===== config.mk =====
export PLATFORM = sky130hd
export DESIGN_NAME = cache_line_axi_reader
export DESIGN_NICKNAME = d
export VERILOG_FILES = /design/src/rtl/kuuga_cache_pkg.sv /design/src/rtl/cache_line_axi_reader.sv
export SDC_FILE = /design/constraint.sdc
export NUM_CORES = 1
export LEC_CHECK = 0
export CORE_AREA = 4 4 125 127
export DETAILED_ROUTE_END_ITERATION = 6
export DIE_AREA = 0 0 129 131
export PLACE_DENSITY = 0.79
export SYNTH_ARGS = -nofsm -noshare
export SYNTH_HDL_FRONTEND = slang
export SYNTH_SLANG_ARGS = --single-unit
export TNS_END_PERCENT = 100

===== constraint.sdc =====
create_clock -name clk -period 1.6 [get_ports clk]
set_input_delay 0.32 -clock clk [delete_from_list [all_inputs] [get_ports clk]]
set_output_delay 0.32 -clock clk [all_outputs]
set_load 0.01 [all_outputs]

===== src/rtl/kuuga_cache_pkg.sv =====
// Shared cache-side types and AXI4 read-channel encodings.
package kuuga_cache_pkg;

    localparam int KC_LINE_WORDS = 4;

    typedef logic [KC_LINE_WORDS-1:0][31:0] line_t;

    localparam logic [1:0] AXI_BURST_INCR = 2'b01;
    localparam logic [2:0] AXI_SIZE_4B    = 3'b010;
    localparam logic [3:0] AXI_CACHE_NORM = 4'b0011;

    localparam logic [1:0] AXI_RESP_OKAY   = 2'b00;
    localparam logic [1:0] AXI_RESP_EXOKAY = 2'b01;
    localparam logic [1:0] AXI_RESP_SLVERR = 2'b10;
    localparam logic [1:0] AXI_RESP_DECERR = 2'b11;

    typedef enum logic [1:0] {
        FS_IDLE,
        FS_ADDR,
        FS_DATA,
        FS_RESP
    } fill_state_t;

endpackage


===== src/rtl/cache_line_axi_reader.sv =====
// Line-fill AXI4 read master: one aligned INCR burst per miss, assembled
// into a full line and returned with a sticky error flag.
module cache_line_axi_reader
    import kuuga_cache_pkg::*;
#(
    parameter int ADDR_WIDTH = 32,
    parameter int DATA_WIDTH = 32,
    parameter int LINE_WORDS = 4,
    parameter int AXI_ID     = 0
) (
    input  logic                             clk,
    input  logic                             rst,
    input  logic                             req_valid_i,
    output logic                             req_ready_o,
    input  logic [ADDR_WIDTH-1:0]            req_addr_i,
    output logic                             resp_valid_o,
    input  logic                             resp_ready_i,
    output logic [LINE_WORDS*DATA_WIDTH-1:0] resp_data_o,
    output logic                             resp_error_o,
    output logic                             m_axi_arid,
    output logic [ADDR_WIDTH-1:0]            m_axi_araddr,
    output logic [7:0]                       m_axi_arlen,
    output logic [2:0]                       m_axi_arsize,
    output logic [1:0]                       m_axi_arburst,
    output logic [2:0]                       m_axi_arprot,
    output logic [3:0]                       m_axi_arcache,
    output logic                             m_axi_arvalid,
    input  logic                             m_axi_arready,
    input  logic                             m_axi_rid,
    input  logic [DATA_WIDTH-1:0]            m_axi_rdata,
    input  logic [1:0]                       m_axi_rresp,
    input  logic                             m_axi_rlast,
    input  logic                             m_axi_rvalid,
    output logic                             m_axi_rready
);

    localparam int BEAT_W = $clog2(LINE_WORDS);
    localparam int OFF_W  = $clog2(LINE_WORDS * 4);

    fill_state_t state, state_next;

    logic [BEAT_W-1:0]                    beat_cnt;
    logic [LINE_WORDS-1:0][DATA_WIDTH-1:0] line;
    logic [ADDR_WIDTH-1:0]                line_addr;
    logic                                 err;
    logic                                 req_ready, arvalid, rready, resp_valid;

    logic accept, ar_done, beat, final_beat, beat_err;

    // Single ID, one burst in flight: rid carries no information.
    logic unused_rid;
    assign unused_rid = m_axi_rid;

    assign accept     = req_valid_i && req_ready;
    assign ar_done    = arvalid && m_axi_arready;
    assign beat       = rready && m_axi_rvalid;
    assign final_beat = (beat_cnt == BEAT_W'(LINE_WORDS - 1));
    // RLAST must appear on exactly the last beat; a mismatch either way is a fault.
    assign beat_err   = (m_axi_rresp == AXI_RESP_SLVERR) || (m_axi_rresp == AXI_RESP_DECERR)
                     || (m_axi_rlast != final_beat);

    always_comb begin
        state_next = state;
        case (state)
            FS_IDLE: if (accept)                     state_next = FS_ADDR;
            FS_ADDR: if (ar_done)                    state_next = FS_DATA;
            FS_DATA: if (beat && final_beat)         state_next = FS_RESP;
            FS_RESP: if (resp_valid && resp_ready_i) state_next = FS_IDLE;
            default:                                 state_next = FS_IDLE;
        endcase
    end

    // Handshake flags are registered from the next state so no input reaches an output.
    always_ff @(posedge clk) begin
        if (rst) begin
            state      <= FS_IDLE;
            req_ready  <= 1'b0;
            arvalid    <= 1'b0;
            rready     <= 1'b0;
            resp_valid <= 1'b0;
            beat_cnt   <= '0;
            line       <= '0;
            line_addr  <= '0;
            err        <= 1'b0;
        end else begin
            state      <= state_next;
            req_ready  <= (state_next == FS_IDLE);
            arvalid    <= (state_next == FS_ADDR);
            rready     <= (state_next == FS_DATA);
            resp_valid <= (state_next == FS_RESP);
            if (accept) begin
                line_addr <= {req_addr_i[ADDR_WIDTH-1:OFF_W], OFF_W'(0)};
                beat_cnt  <= '0;
                err       <= 1'b0;
            end
            if (beat) begin
                line[beat_cnt] <= m_axi_rdata;
                beat_cnt       <= beat_cnt + 1'b1;
                if (beat_err) err <= 1'b1;
            end
        end
    end

    assign req_ready_o   = req_ready;
    assign resp_valid_o  = resp_valid;
    assign resp_data_o   = line;
    assign resp_error_o  = err;

    assign m_axi_arid    = 1'(AXI_ID);
    assign m_axi_araddr  = line_addr;
    assign m_axi_arlen   = 8'(LINE_WORDS - 1);
    assign m_axi_arsize  = AXI_SIZE_4B;
    assign m_axi_arburst = AXI_BURST_INCR;
    assign m_axi_arprot  = 3'b000;
    assign m_axi_arcache = AXI_CACHE_NORM;
    assign m_axi_arvalid = arvalid;
    assign m_axi_rready  = rready;

endmodule


# --- After elaboration in Yosys (flattened, before gate mapping) ---
# Cells that the tools add are included.
# Widths: inputs -> output; s select.
word_totals:
  reg_bits: 165
  out_inout_bits: 186
classes:
  add_sub_neg: 1
  magnitude_cmp: 2
  n_eq_ne: 10
  n_mux: 13
  reduce_logical: 11
op_table:
  columns: ["op", "count"]
  rows:
  - ["$bwmux 128", 1]
  - ["$demux 32 s2", 1]
  - ["$mux 32", 1]
  - ["$eq 2x2->1 const B", 7]
  - ["$mux 2", 6]
  - ["$pmux 2 s4", 1]
  - ["$logic_and 1x1->1", 6]
  - ["$eq 2x1->1 const B", 2]
  - ["$logic_not 2->1", 2]
  - ["$lt 2x3->1 const B", 1]
  - ["$mux 1", 3]
  - ["$add 2x1->2 const B", 1]
  - ["$ge 2x1->1 const B", 1]
  - ["$logic_or 1x1->1", 2]
  - ["$reduce_bool 2->1", 1]
  - ["$ne 1x1->1", 1]

# --- Longest topological paths before layout ---
# Gate-level depths: netlist of run 1.
depth:
  depth_word: 5
  ltp_mapped: 7
  ltp_nobuf: 5

# --- Least setup slack after synthesis of run 1 ---
# No wires, ideal clock.
synth_path:
  path_type: "reg2reg"
  startpoint: "register beat_cnt[0]"
  endpoint: "register req_ready (netlist: req_ready_o)"
  t_arrival_ns: 1.334
  t_required_ns: 1.468
  path_slack_ns: 0.135
  path_stages_with_launch: 5
  path_buffers: 0
  path_cell_list: "dfxtp_1 > ha_1 > nand3_2 > mux4_2 > nor3b_1"
synth_via:
  elab_chain_cells: 5
synth_rtl:
  columns: ["element", "line_no", "source"]
  rows:
  - ["start: declaration", "cache_line_axi_reader.sv:42", "logic [BEAT_W-1:0] beat_cnt;"]
  - ["start signal: assignment", "cache_line_axi_reader.sv:98", "beat_cnt <= beat_cnt + 1'b1;"]
  - ["$eq 2x2->1", "cache_line_axi_reader.sv:57", "assign final_beat = (beat_cnt == BEAT_W'(LINE_WORDS - 1));"]
  - ["$logic_and 1x1->1", "cache_line_axi_reader.sv:67", "FS_DATA: if (beat && final_beat) state_next = FS_RESP;"]
  - ["$mux 2", "cache_line_axi_reader.sv:67", null]
  - ["$pmux 2 s4", "cache_line_axi_reader.sv:64", "case (state)"]
  - ["$logic_not 2->1", "cache_line_axi_reader.sv:87", "req_ready <= (state_next == FS_IDLE);"]
  - ["end signal: assignment", "cache_line_axi_reader.sv:87", null]
  - ["end: declaration", "cache_line_axi_reader.sv:46", "logic req_ready, arvalid, rready, resp_valid;"]
# No other way between the ends.
# A chain may end at the register's enable or synchronous reset.

# --- Final worst setup path of run 1 ---
layout_path:
  startpoint: "register beat_cnt[1]"
  endpoint: "register req_ready (netlist: req_ready_o)"
# The elaborated chain is that of the path after synthesis.

==> results of run 1 <==
synth_stat cells:
library cell and n:
dfxtp_1 165, a31oi_1 1, xor2_1 1, nor2b_1 1
nand3_2 1, nor2_1 1, o21bai_1 1, and2_0 1
nor3b_1 1, a21oi_1 160, and3_1 5, mux4_2 1
nand2_1 316, clkinv_1 1, and2_1 2, buf_1 3
buf_4 34, o21ai_0 1, nand4b_1 1, nand3_1 7
nor4_1 1, buf_2 14, clkbuf_1 28, ha_1 4
nor3_2 1, inv_1 2, conb_1 2
worst max-delay path: stages (launching register included):
cell and delay, ps:
dfxtp_1 380, ha_1 200, nand3_2 80, mux4_2 510, nor3b_1 160
path summary, 6_finish.rpt:
path | start | to | slack, ps
max reg2reg | beat_cnt[1] | req_ready_o | 140
min reg2reg | resp_data_o[119] | resp_data_o[119] | 450
max | beat_cnt[1] | req_ready_o | 140
min | rst | m_axi_araddr[27] | 180
per-stage QoR:
step           power (W)  utilization
2_1_floorplan   0.004519            -
3_3_place_gp    0.004844       0.5873
3_5_place_dp    0.004846       0.5873
4_1_cts         0.009044       0.6154
5_1_grt         0.009271       0.6154
6_report        0.008956       0.6154
metal layers:
metal / track usage / wire (um) / up-vias
met2: 0.3372 / 8419 / 201
met3: 0.1004 / 1762 / 19
met5: 0 / 0 / -
met1: 0.2530 / 7475 / 2570
li1: - / - / 2808
met4: 0.05621 / 201 / 0
flip-flops by register name, indices dropped and copies added (netlist names):
register,cells
resp_data_o,128
m_axi_araddr,28
beat_cnt,2
state,2
m_axi_arvalid,1
m_axi_rready,1
req_ready_o,1
resp_error_o,1
resp_valid_o,1
where the power goes:
| group | leakage, nW | internal, W | switching (W) |
|---|---|---|---|
| clock | 0.286 | 0.00264 | 0.00159 |
| combinational | 2.26 | 0.000255 | 0.000290 |
| sequential | 1.33 | 0.00416 | 0.0000235 |
| total | 3.88 | 0.00705 | 0.00191 |
cell type report:
type / instances / share of cell area
flip-flops and latches: 165 / 0.3721
repair buffers: 252 / 0.2699
multi-input cells: 532 / 0.2623
clock buffers: 22 / 0.05117
well taps: 184 / 0.02594
clock inverters: 9 / 0.01720
inverters: 3 / 0.001269
kinds of logic after synthesis:
kind of cell	count (synthesis)	share of synthesized area
multiplexers	1	0.003761
XOR/XNOR	1	0.001463
flip-flops	165	0.5516
other	2	0.001254
AND/OR/NAND/NOR	338	0.2211
AO/OA/AOI/OAI	163	0.1369
buffers and inverters	82	0.07564
adder cells (fa/ha/maj)	4	0.008358
repair_timing:
action	CTS	global route
endpoints found under the setup margin	161	0
hold endpoints to repair	0	0
gates resized for setup	161	0
==> results.ini, run 1 <==
[run_status]
status = completed

[worst_setup_path]
cp.arrival_ps = 1760
cp-start-kind = flop
critical_path_class = flop to flop
cp-end-kind = flop
rr_worst_depth = 4
cp_max_fo = 4
worst_ep_required_time_ps = 1900

[pwr]
ir_drop_mv = 0.6046
p_leak_nw = 3.879
powerDensity_mw_per_mm2 = 1009

[final_layout]
layout_common_cells = nand2_1 (316), dfxtp_1 (165), dlygate4sd2_1 (161), a21oi_1 (160), clkdlybuf4s50_1 (66)
syn_to_final_growth_pct = 48.22
nNetsFinal = 1049
multi_input_area_sq_mm = 0.002328
layout_commonest_cell = nand2_1
antennaDiodeCount = 0
stdcell_count = 1167
finalInstanceArea_sq_mm = 0.008876
ff_latch_area_sq_mm = 0.003303
fill_cells = 1352
drive_above_1_share = 0.05799

[sta]
setup_viol = 0
fin_crit_sh = 0.9142
setup_ws_ps = 137.3
skew_ps = 9.674
clock.fmax_mhz = 683.7
rsz0062_at_grt = no
hold_viol_final = 0
final.setup.tns_ps = 0
drv_slew = 0
hold_ws_ps = 175.7
finalCriticalPeriod_ps = 1463

[detailed_routing]
drc = 0
drt_wl_total_um = 17860
drtPass1Iterations = 6
routed_via_density = 4.797
drt_iter0_drc = 404
antenna_left = 0
avgRoutedWirePerCell_um = 15.30
via_count = 5598

[grt]
grt_usage = 0.2097
gr-total-overflow = 0
antenna_found_initial = 0
grt_pass1_vias = 5269
grt_max_degree = 69
grt_pass1_wl_um = 27570

[placement]
dp_hpwl_um = 12390
pre_cts_ws_ps = -221.9
dpl-instance-area_sq_mm = 0.008471
gp_congestion = 0.7929
placed_cells = 1136
io_buffers = 228

[cts]
cts.path.max_buffers = 2
ctsHtreeMaxLevel = 4
root_buffer = clkbuf_16
worstSkewPairLatency_ps = 420
cts.sinks = 165
cts_buffers = 17
clkSlewWorstSetupHoldPaths_ps = 60
cts_hold_buffers = 0
cts_tree = built
cts_setup_buffers = 0

[floorplan]
start_util = 0.4152
ioPinCount = 260
core_sq_mm = 0.01442
fp.dieW_um = 129
die_y_um = 131
die_area_sq_mm = 0.01690
rows = 44

[run]
maxCapViolations = 0

[synth]
yosys_register_bits = 165
synthCells = 756
synth_area_sq_mm = 0.005988
synth.distinct_cells = 27
yosysTopAreaCellShare = 0.5516
synth_area_per_cell_sq_um = 7.921
synth_area_leader_cell = dfxtp_1
ys_seq_area_frac = 0.5516
synth_warnings = 0
synth_area_leaders = dfxtp_1 (55%), nand2_1 (20%), a21oi_1 (13%)

[hold_path]
worstHoldPathCells = 2
hp-class = input pin to flop

No activity file was read; power rests on OpenSTA's default activity.
==> run 2: changes to the inputs <==
Settings changed: CORE_AREA 4 4 125 127 to 4 4 104 106, DIE_AREA 0 0 129 131 to 0 0 108 110, DONT_BUFFER_PORTS set to 1, PLACE_DENSITY 0.79 to 0.76.
==> run 2 against run 1 <==
  * The run now ends with hold timing left
  * Clock power shrank 7.6%
  * Non-clock buffer count shrank 233
  * Hold slack worse by 300 ps
  * Register-to-register slack worse by 50 ps
  * Setup slack worse by 51 ps
  * First-iteration DRC count is 0.74% higher
  * Sequential power is 1% higher
  * Utilization increased by 5.7 points
  * Critical path depth decreased by 2
  * Clock-buffer cell count decreased by 1
  * Sequential cell count unchanged
  * Combinational power shrank 73%
  * Largest cell class unchanged
  * Largest power group is now registers
==> results.ini, run 2 (same netlist as run 1, synthesis figures left out) <==
[run_status]
status = finished with violations  ; was completed
violations = hold timing

[pwr]
swShare = 0.2128  ; about the same
p_leak_nw = 2.233  ; was 3.879 nW
power_w = 0.008273  ; was 0.008956 W
p_seq_frac = 0.510  ; was 0.467
clock_power_share = 0.473  ; was 0.472
powerDensity_mw_per_mm2 = 1260  ; was 1009 mW/mm^2
combPwrFrac = 0.018  ; was 0.061
ir_drop_mv = 0.7535  ; was 0.6046 mV
p_sw_w = 0.001761  ; was 0.001905 W
p_int_w = 0.006512  ; was 0.007051 W

[grt]
grt_pass1_wl_um = 23450  ; was 27570 um
antenna_found_initial = 0  ; unchanged
gr-total-overflow = 0  ; unchanged
grt_max_degree = 166  ; was 69
grt_usage = 0.2558  ; was 0.2097
grt_pass1_vias = 4538  ; was 5269

[cts]
cts_resized = 0  ; was 161
cts.path.max_buffers = 2  ; unchanged
cts_tree = built  ; unchanged
worstSkewPairLatency_ps = 520  ; was 420 ps
ctsHtreeMaxLevel = 4  ; unchanged
clkSlewWorstSetupHoldPaths_ps = 60  ; about the same
cts_buffers = 17  ; unchanged
cts_setup_buffers = 0  ; unchanged
root_buffer = clkbuf_8  ; was clkbuf_16
cts.sinks = 165  ; unchanged

[final_layout]
nNetsFinal = 816  ; was 1049
largest_reg_flops = 128  ; unchanged
antennaDiodeCount = 0  ; unchanged
final_core_util = 0.6719  ; was 0.6154
layout_common_cells = nand2_1 (316), dfxtp_1 (165), a21oi_1 (160), conb_1 (25), clkbuf_16 (16)  ; was nand2_1 (316), dfxtp_1 (165), dlygate4sd2_1 (161), a21oi_1 (160), clkdlybuf4s50_1 (66)
drive_above_1_share = 0.06924  ; was 0.05799
syn_to_final_growth_pct = 9.674  ; was 48.22%
layout_commonest_cell = nand2_1  ; unchanged

[worst_setup_path]
cp-start-kind = flop  ; unchanged
crit_chain = buf_4, buf_4  ; was ha_1, nand3_2, mux4_2, nor3b_1
crit_family = flip-flops  ; was multiplexers
crit_top_cell = buf_4
path_buf_inv = 2  ; was 0
cp_max_fo = 12  ; was 4
cp-end-kind = primary output  ; was flop
worst_ep_required_time_ps = 1280  ; was 1900 ps
critical_path_class = flop to primary output  ; was flop to flop
slowest_stage = dfxtp_1  ; was mux4_2
cp.arrival_ps = 1190  ; was 1760 ps
cp_slowest_stage_delay_ps = 350  ; was 510 ps

[placement]
dp_hpwl_um = 10860  ; was 12390 um
gp_congestion = 0.7735  ; was 0.7929
io_buffers = 0  ; was 228

[sta]
rsz0062_at_grt = no  ; unchanged
drv_slew = 0  ; unchanged
fin_crit_sh = 0.9462  ; was 0.9142
finalCriticalPeriod_ps = 1514  ; was 1463 ps
hold_ws_ps = -124.0  ; was 175.7 ps
skew_ps = 8.688  ; was 9.674 ps
final.setup.tns_ps = 0  ; unchanged
setup_viol = 0  ; unchanged
clock.fmax_mhz = 660.5  ; was 683.7 MHz
hold_viol_final = 165  ; was 0

[floorplan]
die_area_sq_mm = 0.01188  ; was 0.01690 sq mm
die_y_um = 110  ; was 131 um
fp.dieW_um = 108  ; was 129 um
start_util = 0.6126  ; was 0.4152
core_sq_mm = 0.009774  ; was 0.01442 sq mm
rows = 36  ; was 44
ioPinCount = 260  ; unchanged

[detailed_routing]
drc = 0  ; unchanged
via_count = 4786  ; was 5598
drt_iter0_drc = 407  ; was 404
drt_wl_total_um = 15580  ; was 17860 um
antenna_left = 0  ; unchanged
drtPass1Iterations = 4  ; was 6
routed_via_density = 5.414  ; was 4.797
avgRoutedWirePerCell_um = 17.63  ; was 15.30 um

[hold_path]
hp-class = input pin to flop  ; unchanged

[run]
maxCapViolations = 0  ; unchanged

[run 2: stage by stage]
| stage | cells | instance area (sq um) | setup slack (ps) |
|---|---|---|---|
| after detailed placement | 852 | 5992 | 104.3 |
| after global routing | 884 | 6568 | 14.82 |
| after global placement | 852 | 5992 | 186.8 |
| final | 884 | 6568 | 86.07 |
| after floorplan | 779 | 6075 | 134.8 |
| after CTS | 884 | 6568 | 63.22 |
[run 2: layer usage]
layer	part of all wire	global-route usage	vias up
met4	0.013	0.08747	0
met3	0.13	0.1147	17
li1	-	-	2344
met5	0	0	-
met1	0.36	0.2901	2207
met2	0.50	0.4307	218
[run 2: final timing paths]
check                from          endpoint  cells after the start  slack (ps)
min reg2reg      state[1]      m_axi_rready                      2         490
max reg2reg   beat_cnt[1]       req_ready_o                      4          90
min                   rst  resp_data_o[112]                      1        -120
max          m_axi_rready      m_axi_rready                      2          90
[run 2: power by group through the flow]
stage | registers [W] | logic (W) | clock network [W]
after floorplan | 0.00429 | 0.000226 | 0
after global placement | 0.00431 | 0.000137 | 0
after detailed placement | 0.00431 | 0.000146 | 0
after CTS | 0.00422 | 0.000146 | 0.00397
final | 0.00422 | 0.000147 | 0.00391
after global routing | 0.00422 | 0.000169 | 0.00414
[run 2: cell type report]
class	instances	area, sq um
well taps	133	166.4
clock inverters	11	126.4
flip-flops and latches	165	3303
repair buffers	19	192.7
clock buffers	21	449.2
fillers	803	3207
inverters	3	11.26
multi-input cells	532	2318
